<file path="src/rtl/glb_tile_intr_ctrl.sv">
// Tile interrupt controller: collects glb_core done pulses into W1C pending/overrun bits,
// gates them through MASK/CTRL into a registered interrupt. Optional counters: GLB_INTR_COUNT_EN.
module glb_tile_intr_ctrl #(
  parameter int CFG_ADDR_WIDTH = 4,
  parameter int CFG_DATA_WIDTH = 32,
  parameter int CNT_WIDTH      = 16
) (
  input  logic                      clk,
  input  logic                      reset,
  input  logic                      clk_en,
  input  logic                      strm_f2g_interrupt_pulse,
  input  logic                      strm_g2f_interrupt_pulse,
  input  logic                      pcfg_g2f_interrupt_pulse,
  input  logic                      cfg_wr_en,
  input  logic                      cfg_rd_en,
  input  logic [CFG_ADDR_WIDTH-1:0] cfg_addr,
  input  logic [CFG_DATA_WIDTH-1:0] cfg_wr_data,
  output logic [CFG_DATA_WIDTH-1:0] cfg_rd_data,
  output logic                      cfg_rd_data_valid,
  output logic                      interrupt
);
  localparam logic [CFG_ADDR_WIDTH-1:0] A_STATUS = CFG_ADDR_WIDTH'(0);
  localparam logic [CFG_ADDR_WIDTH-1:0] A_MASK   = CFG_ADDR_WIDTH'(1);
  localparam logic [CFG_ADDR_WIDTH-1:0] A_CTRL   = CFG_ADDR_WIDTH'(2);

  logic [2:0] src;
  logic [2:0] pending_q, pending_d, overrun_q, overrun_d, mask_q, mask_d;
  logic [2:0] clr_pend, clr_ovr;
  logic       ctrl_q, ctrl_d, interrupt_q, interrupt_d, rd_valid_q, rd_valid_d;
  logic       wr_status;
  logic [CFG_DATA_WIDTH-1:0] rd_data_q, rd_data_d, rd_mux;
  logic       unused_wr_data;

  assign src = {pcfg_g2f_interrupt_pulse, strm_g2f_interrupt_pulse, strm_f2g_interrupt_pulse};
  assign unused_wr_data = ^cfg_wr_data;

  always_comb begin
    wr_status = cfg_wr_en && (cfg_addr == A_STATUS);
    clr_pend  = wr_status ? cfg_wr_data[2:0] : 3'b000;
    clr_ovr   = wr_status ? cfg_wr_data[5:3] : 3'b000;
    // A pulse beats a same-cycle clear; a pulse landing on a bit being cleared is not an overrun.
    pending_d = (pending_q & ~clr_pend) | src;
    overrun_d = (overrun_q & ~clr_ovr) | (src & pending_q & ~clr_pend);
    mask_d    = (cfg_wr_en && cfg_addr == A_MASK) ? cfg_wr_data[2:0] : mask_q;
    ctrl_d    = (cfg_wr_en && cfg_addr == A_CTRL) ? cfg_wr_data[0] : ctrl_q;
    interrupt_d = ctrl_q & (|(pending_q & mask_q));
  end

`ifdef GLB_INTR_COUNT_EN
  localparam logic [CFG_ADDR_WIDTH-1:0] A_CNT0 = CFG_ADDR_WIDTH'(3);
  localparam logic [CFG_ADDR_WIDTH-1:0] A_CNT1 = CFG_ADDR_WIDTH'(4);
  localparam logic [CFG_ADDR_WIDTH-1:0] A_CNT2 = CFG_ADDR_WIDTH'(5);

  logic [2:0][CNT_WIDTH-1:0] cnt_q, cnt_d;

  always_comb begin
    cnt_d = cnt_q;
    for (int k = 0; k < 3; k++) begin
      if (cfg_wr_en && cfg_addr == CFG_ADDR_WIDTH'(3 + k))
        cnt_d[k] = CNT_WIDTH'(src[k]);
      else if (src[k] && cnt_q[k] != {CNT_WIDTH{1'b1}})
        cnt_d[k] = cnt_q[k] + 1'b1;
    end
  end

  always_ff @(posedge clk) begin
    if (!reset)      cnt_q <= '0;
    else if (clk_en) cnt_q <= cnt_d;
  end
`endif

  always_comb begin
    rd_mux = '0;
    case (cfg_addr)
      A_STATUS: rd_mux[5:0] = {overrun_q, pending_q};
      A_MASK:   rd_mux[2:0] = mask_q;
      A_CTRL:   rd_mux[0]   = ctrl_q;
`ifdef GLB_INTR_COUNT_EN
      A_CNT0:   rd_mux[CNT_WIDTH-1:0] = cnt_q[0];
      A_CNT1:   rd_mux[CNT_WIDTH-1:0] = cnt_q[1];
      A_CNT2:   rd_mux[CNT_WIDTH-1:0] = cnt_q[2];
`endif
      default:  rd_mux = '0;
    endcase
    rd_valid_d = cfg_rd_en;
    rd_data_d  = cfg_rd_en ? rd_mux : '0;
  end

  always_ff @(posedge clk) begin
    if (!reset) begin
      pending_q   <= '0;
      overrun_q   <= '0;
      mask_q      <= '0;
      ctrl_q      <= 1'b0;
      interrupt_q <= 1'b0;
      rd_valid_q  <= 1'b0;
      rd_data_q   <= '0;
    end else if (clk_en) begin
      pending_q   <= pending_d;
      overrun_q   <= overrun_d;
      mask_q      <= mask_d;
      ctrl_q      <= ctrl_d;
      interrupt_q <= interrupt_d;
      rd_valid_q  <= rd_valid_d;
      rd_data_q   <= rd_data_d;
    end
  end

  assign cfg_rd_data       = rd_data_q;
  assign cfg_rd_data_valid = rd_valid_q;
  assign interrupt         = interrupt_q;
endmodule

</file>
<file path="config.mk">
export PLATFORM = sky130hd
export DESIGN_NAME = glb_tile_intr_ctrl
export DESIGN_NICKNAME = d
export VERILOG_FILES = /design/src/rtl/glb_tile_intr_ctrl.sv
export SDC_FILE = /design/constraint.sdc
export NUM_CORES = 1
export LEC_CHECK = 0
export ABC_AREA = 1
export ABC_CLOCK_PERIOD_IN_PS = 1300
export CORE_MARGIN = 5
export CORE_UTILIZATION = 40
export CTS_BUF_LIST = sky130_fd_sc_hd__clkbuf_4 sky130_fd_sc_hd__clkbuf_8
export CTS_CLUSTER_SIZE = 14
export DETAILED_ROUTE_END_ITERATION = 8
export DONT_BUFFER_PORTS = 1
export REMOVE_ABC_BUFFERS = 1
export SETUP_SLACK_MARGIN = 0.3
export SLEW_MARGIN = 40
export SYNTH_ARGS = -nofsm -noshare
export SYNTH_HDL_FRONTEND = slang
export SYNTH_SLANG_ARGS = --single-unit
export TNS_END_PERCENT = 5
</file>
<file path="constraint.sdc">
create_clock -name clk -period 1.3 [get_ports clk]
set_input_delay 0.26 -clock clk [delete_from_list [all_inputs] [get_ports clk]]
set_output_delay 0.26 -clock clk [all_outputs]
set_load 0.03 [all_outputs]
</file>
Word-level counts from Yosys, hierarchy flattened --
Index checks and enable logic that the tools add are counted.
Storage, ports and cells: flip-flop bits (word level) 44, logic and storage cells 32
Operators by class: equality and inequality tests 2, reduce and logical (&&, ||, !) cells 7, muxes and demuxes 6, bitwise logic cells 10
Operator list (count):
- $and 3x3->3 | 5
- $mux 3 | 3
- $mux 6 | 1
- $not 3->3 | 2
- $or 3x3->3 | 2
- $eq 4x1->1 const B | 1
- $eq 4x2->1 const B | 1
- $logic_not 4->1 | 1
- $pmux 2 s2 | 1
- $reduce_and 2->1 | 2
- $logic_and 1x1->1 | 3
- $pmux 1 s3 | 1
- $reduce_or 3->1 | 1
- $and 1x1->1 | 1

Logic depth before layout (Yosys ltp) --
Gate-level depths: netlist of run 1.
depth in word-level cells 6, gate-level depth with buffers 6

Least setup slack after synthesis of run 1 --
No wires, ideal clock.
path kind input to register, start input clk_en, end register mask_q[0], path slack 360 ps, setup time 119 ps, required time 1181 ps, path buffers 1, stages on the path 6, arrival 821 ps, cell sequence buf_4 nand2_1 inv_2 nand3_2 o21ai_0 a21oi_1
On the way: longest elaborated chain between the ends 1
RTL lines:
- start: declaration | RTL line 10 | input logic clk_en,
- $reduce_and 2->1 (no source line)
- end signal: assignment | RTL line 101 | mask_q <= mask_d;
- end: declaration | RTL line 27 | logic [2:0] pending_q, pending_d, overrun_q, overrun_d, mask_q, mask_d;
No other way between the ends. A chain may end at the register's enable or synchronous reset.

Worst setup path after layout of run 1 --
start register rd_data_q[2] (netlist: cfg_rd_data[2]), end output cfg_rd_data[2]
RTL lines:
- start: declaration | RTL line 31 | logic [CFG_DATA_WIDTH-1:0] rd_data_q, rd_data_d, rd_mux;
- start signal: assignment | RTL line 105 | rd_data_q <= rd_data_d;
- end: declaration | RTL line 18 | output logic [CFG_DATA_WIDTH-1:0] cfg_rd_data,
No word-level cell between the ends.

==> results of run 1 <==
[worst max path at each step]
stage,end
2_1_floorplan,overrun_q[0]
3_5_place_dp,overrun_q[0]
5_1_grt,interrupt
4_1_cts,cfg_rd_data[5]
6_report,cfg_rd_data[2]
3_3_place_gp,overrun_q[0]
[per-layer routing]
| layer | up-vias | wire length, um | GRT usage, % |
|---|---|---|---|
| li1 | 396 | - | - |
| met1 | 356 | 804 | 13.2 |
| met2 | 30 | 1030 | 20.7 |
| met3 | 2 | 222 | 3.40 |
| met4 | 0 | 13 | 4.64 |
| met5 | - | 0 | 0 |
[metrics by stage]
| step | total power [mW] | util [%] | setup WS [ns] | instances |
|---|---|---|---|---|
| 2_1_floorplan | 0.751 | - | 0.378 | 134 |
| 3_3_place_gp | 0.765 | 38.5 | 0.257 | 164 |
| 3_5_place_dp | 0.768 | 38.5 | 0.247 | 164 |
| 4_1_cts | 1.11 | 40.3 | 0.210 | 168 |
| 5_1_grt | 1.15 | 40.5 | 0.280 | 168 |
| 6_report | 1.10 | 40.5 | 0.299 | 168 |
[registers in the layout (all words and copies together) (netlist names)]
name / cells
pending_q: 3
mask_q: 3
overrun_q: 3
ctrl_q: 1
cfg_rd_data_valid: 1
interrupt: 1
cfg_rd_data: 6
[cell type report]
| cell class | count | area (sq um) |
|---|---|---|
| fill | 269 | 1460 |
| clock buffer | 4 | 36.3 |
| multi-input combinational | 102 | 495 |
| sequential | 18 | 373 |
| tap | 30 | 37.5 |
| inverter | 14 | 52.6 |
[cell families after synthesis]
family / after synthesis / share of synthesized area, %
buf+inv: 42 / 25.4
flops: 18 / 35.3
other cells: 1 / 0.367
simple gates: 49 / 24.8
compound gates: 27 / 14.2
[synthesized netlist by cell type (all sizes together)]
cell | number | area (sq um)
conb | 1 | 3.75
o21ai | 8 | 40.0
nand4 | 2 | 12.5
nand2 | 26 | 105
a22oi | 3 | 22.5
nor2 | 9 | 70.1
a31oi | 2 | 12.5
a21oi | 14 | 70.1
clkbuf | 1 | 3.75
inv | 14 | 52.6
dfxtp | 18 | 360
nand3 | 12 | 65.1
buf | 27 | 203
[report_power, final]
group / total [mW] / leakage [nW] / internal [mW] / switching (mW)
Combinational: 0.169 / 0.260 / 0.0240 / 0.145
Sequential: 0.586 / 0.150 / 0.566 / 0.0206
Clock: 0.348 / 0.0210 / 0.170 / 0.178
==> run metrics, run 1 <==
cell count after synthesis=roughly 140; CTS resizes=6; Leak Pwr=roughly 0.43 nW; antenna violations before repair=0; Synth warnings=0; Reg-to-Reg End=cfg_rd_data[0]; Die H=~60 um; DRT antenna net count=0; Final Max Tran Viols=0; Cell Area, Placed=946 sq um; Global Route Usage Sum=between 10% and 20%; CTS Buf Count=3; synthesized cell area=slightly above 1000 sq um; Std-Cell Rows=18; most frequent cells in the layout=conb_1, nand2_1, a21oi_1, inv_1, nand3_1; Worst Setup End Kind=output pin; Vias=roughly 800; core area=~2500 sq um; post-synth cell types=19; # diodes=0; WHS Endpoint=interrupt; Worst setup startpoint=cfg_rd_data[2]; unrepaired setup endpoints after global routing=true; Layout Area Growth over Synthesis=-2.57%; CTS tree=done; setup TNS=0 ns; r2r worst-path depth=4; Reg-to-Reg Start=pending_q[0]; Via density=approximately 4.7; H-Tree Depth=1; total I/O pin count=roughly 80; largest net degree at the start of global routing=14; final setup violating endpoints=0; hold slack=roughly 0.033 ns; post-layout min period=1.00 ns; CP Class=reg -> out; CTS Sinks=18; layout cells sized above 1=14.5%; status=finished clean; CTS Buffer Depth=2; final WL=around 2.1 mm; first-pass GRT wire length=around 3.2 mm; power per cell area=between 1000 and 1500 nW/um^2; setup slack, reg-to-reg=~0.47 ns; hold_sp=clk_en; total gr overflow=0; routability congestion estimate=about 0.79; skew final=approximately 0.007 ns; drt drc=0; number of global-route vias before repair=763; worst hold-check path type=in -> reg; Post-Layout Inst Area=995 sq um; register area share after synthesis=a little over a third; drt pass-1 iters=4; fin crit share=77.0%; Worst-Skew Late Latency=roughly 0.29 ns; FMAX=999 MHz; Root Buffer=clkbuf_4; #FFs+latches synth=18; Syn Area/Cell=7.45 sq um; Horiz. Die Dim=60.5 um; Initial Util=41.6%; postcts setup bufs=0; DR iter-0 viols=14; I/O Buffers=0; wire length per cell=between 10 and 15 um; final hold violation count=0; CP Data Required Time=1.04 ns; Max IR drop VDD=0.573 mV; clock slew at reported path FFs=approximately 0.11 ns; Hold Path Depth=1; commonest non-fill, non-tap cell in the layout=conb_1; area of the die=~3700 sq um; number of cells on the critical path=0; CTS hold repair buffers=0; CP startpoint kind=flip-flop; Max FO, Critical Path=2; CP Data Arrival Time=0.74 ns; DP Wirelength=between 1.5 and 2 mm; Total Nets Final=roughly 180; max_cap viols=0
(Power assumes the default switching activity.)
==> run 2: changes to the inputs <==
--- a/config.mk
+++ b/config.mk
@@ -6,7 +6,7 @@
 export NUM_CORES = 1
 export LEC_CHECK = 0
 export ABC_AREA = 1
-export ABC_CLOCK_PERIOD_IN_PS = 1300
+export ABC_CLOCK_PERIOD_IN_PS = 1000
 export CORE_MARGIN = 5
 export CORE_UTILIZATION = 40
 export CTS_BUF_LIST = sky130_fd_sc_hd__clkbuf_4 sky130_fd_sc_hd__clkbuf_8
==> constraint.sdc (replaced) <==
create_clock -name clk -period 1 [get_ports clk]
set_input_delay 0.2 -clock clk [delete_from_list [all_inputs] [get_ports clk]]
set_output_delay 0.2 -clock clk [all_outputs]
set_load 0.03 [all_outputs]
==> run metrics, run 2 (synthesized netlist as in run 1, its figures left out) <==
Max IR drop VDD=0.721 mV (was 0.573 mV); CP Data Required Time=0.80 ns (was 1.04 ns); Max FO, Critical Path=2 (unchanged); dpl ws=-0.0145 ns (was 0.247 ns); CP Class=reg -> out (unchanged); antenna violations before repair=0 (unchanged); setup slack, reg-to-reg=0.19 ns (was 0.47 ns); WHS Endpoint=ctrl_q (was interrupt); DP Wirelength=1.68 mm (was 1.65 mm); final setup violating endpoints=0 (unchanged); hold_sp=reset (was clk_en); max_cap viols=0 (unchanged); Vias=828 (was 784); wire length per cell=12.3 um (about the same); Std-Cell Rows=18 (unchanged); number of global-route vias before repair=769 (was 763); area of the die=3660 sq um (unchanged); fin crit share=between 90% and 100%; Buf/Inv on CP=1; CTS Sinks=18 (unchanged); DRT antenna net count=0 (unchanged); total gr overflow=0 (unchanged); drt pass-1 iters=4 (unchanged); setup slack after layout=0.0267 ns (was 0.299 ns); drt drc=0 (unchanged); final cell count without fillers=178 (was 168); Via density=4.65 (was 4.67); skew final=0.00340 ns (was 0.00703 ns); Total Nets Final=193 (was 183); crit-path cells=buf_6; power per cell area=1260 nW/um^2 (was 1110 nW/um^2); final hold violation count=0 (unchanged); CTS Buf Count=3 (unchanged); DR iter-0 viols=14 (unchanged); CTS tree=done (unchanged); FMAX=1030 MHz; status=finished clean (unchanged); post-layout min period=about 1 ns; Horiz. Die Dim=60.5 um (unchanged); commonest non-fill, non-tap cell in the layout=conb_1 (unchanged); Total Power=1.47 mW (was 1.10 mW); Placed Instances=173 (was 164); Leak Pwr=0.507 nW (was 0.431 nW); r2r worst-path depth=4 (unchanged); CP startpoint kind=flip-flop (unchanged); CTS Buffer Depth=2 (unchanged); first-pass GRT wire length=3.31 mm (was 3.24 mm); crit path max-delay cell type=dfxtp_2; Reg-to-Reg End=cfg_rd_data[0] (unchanged); Global Route Usage Sum=12.0% (was 11.7%); layout cells sized above 1=29.7% (was 14.5%); Hold Path Depth=2 (was 1); most frequent cells in the layout=conb_1, nand2_1, dfxtp_2, inv_1, a21oi_1 (was conb_1, nand2_1, a21oi_1, inv_1, nand3_1); postcts setup bufs=0 (unchanged); unrepaired setup endpoints after global routing=true (unchanged); CP Data Arrival Time=0.77 ns (was 0.74 ns); largest net degree at the start of global routing=14 (unchanged); # diodes=0 (unchanged); Final Max Tran Viols=0 (unchanged); final WL=2.20 mm (was 2.07 mm); Layout Area Growth over Synthesis=14.7% (was -2.57%); Reg-to-Reg Start=pending_q[0] (unchanged); routability congestion estimate=0.765 (was 0.789); worst stage delay on the critical path=approximately 0.35 ns; core area=2450 sq um (unchanged); Root Buffer=clkbuf_4 (unchanged); Worst-Skew Late Latency=0.29 ns (about the same); I/O Buffers=0 (unchanged); Worst Setup End Kind=output pin (unchanged); H-Tree Depth=1 (unchanged); Initial Util=41.6% (unchanged); Die H=60.5 um (unchanged); filler cell count in the final layout=261 (was 269); total I/O pin count=78 (unchanged); clock slew at reported path FFs=0.11 ns (about the same); hold slack=0.0181 ns (was 0.0335 ns); crit-path leading delay family=flip-flops; max reg flops=6 (unchanged); worst hold-check path type=in -> reg (unchanged)
run 2: cell count changes in the layout (fill, tap and decap cells not counted), sizes merged:
cell / change
buf: +9
dlygate4sd3: +1
run 2: repair_timing:
| item | 4_1_cts | 5_1_grt |
|---|---|---|
| pin swaps | 0 | 13 |
| endpoints found under the setup margin | 14 | 22 |
| resized for setup | 16 | 19 |
| hold endpoints to repair | 1 | 0 |
| hold buffers | 1 | 0 |
run 2: per-layer routing:
layer	up-vias	GRT usage, %	share of wire, %
li1	415	-	-
met1	377	14.6	38
met2	32	20.4	52
met3	4	3.83	9.5
met4	0	3.72	0.77
met5	-	0	0
run 2: area by class of cell:
cell class | count | area (sq um) | area share (%)
flip-flops and latches | 18 | 382 | 32.6
repair buffers | 10 | 120 | 10.3
multi-input cells | 102 | 543 | 46.4
clock buffers | 4 | 36.3 | 3.10
well taps | 30 | 37.5 | 3.21
inverters | 14 | 52.6 | 4.49
run 2: how the worst max path moves through the flow:
stage | endpoint | cells after the start | start
after floorplan | overrun_q[0] | 6 | cfg_addr[1]
after global routing | interrupt | 1 | interrupt
after detailed placement | overrun_q[0] | 6 | cfg_addr[1]
after CTS | cfg_rd_data[0] | 1 | cfg_rd_data[0]
after global placement | overrun_q[0] | 6 | cfg_addr[1]
final | cfg_rd_data[5] | 1 | cfg_rd_data[5]
run 2: through the flow:
step,utilization [%],cell area (sq um),TNS [ns]
final,47.7,1170,0
after global routing,47.7,1170,-0.0248
after CTS,45.3,1110,0
after floorplan,-,908,0
after global placement,41.8,1030,0
after detailed placement,41.8,1030,-0.0145
run 2: report_power, final:
group          internal [mW]  switching, mW
clock                  0.222          0.230
sequential             0.739         0.0213
combinational         0.0537          0.208
total                   1.01          0.459
==> run 3: changes to the inputs <==
--- a/config.mk
+++ b/config.mk
@@ -6,7 +6,6 @@
 export NUM_CORES = 1
 export LEC_CHECK = 0
 export ABC_AREA = 1
-export ABC_CLOCK_PERIOD_IN_PS = 1000
 export CORE_MARGIN = 5
 export CORE_UTILIZATION = 40
 export CTS_BUF_LIST = sky130_fd_sc_hd__clkbuf_4 sky130_fd_sc_hd__clkbuf_8
==> results of run 3 <==
Final layout, timing and power as in run 2 (identical DEF).
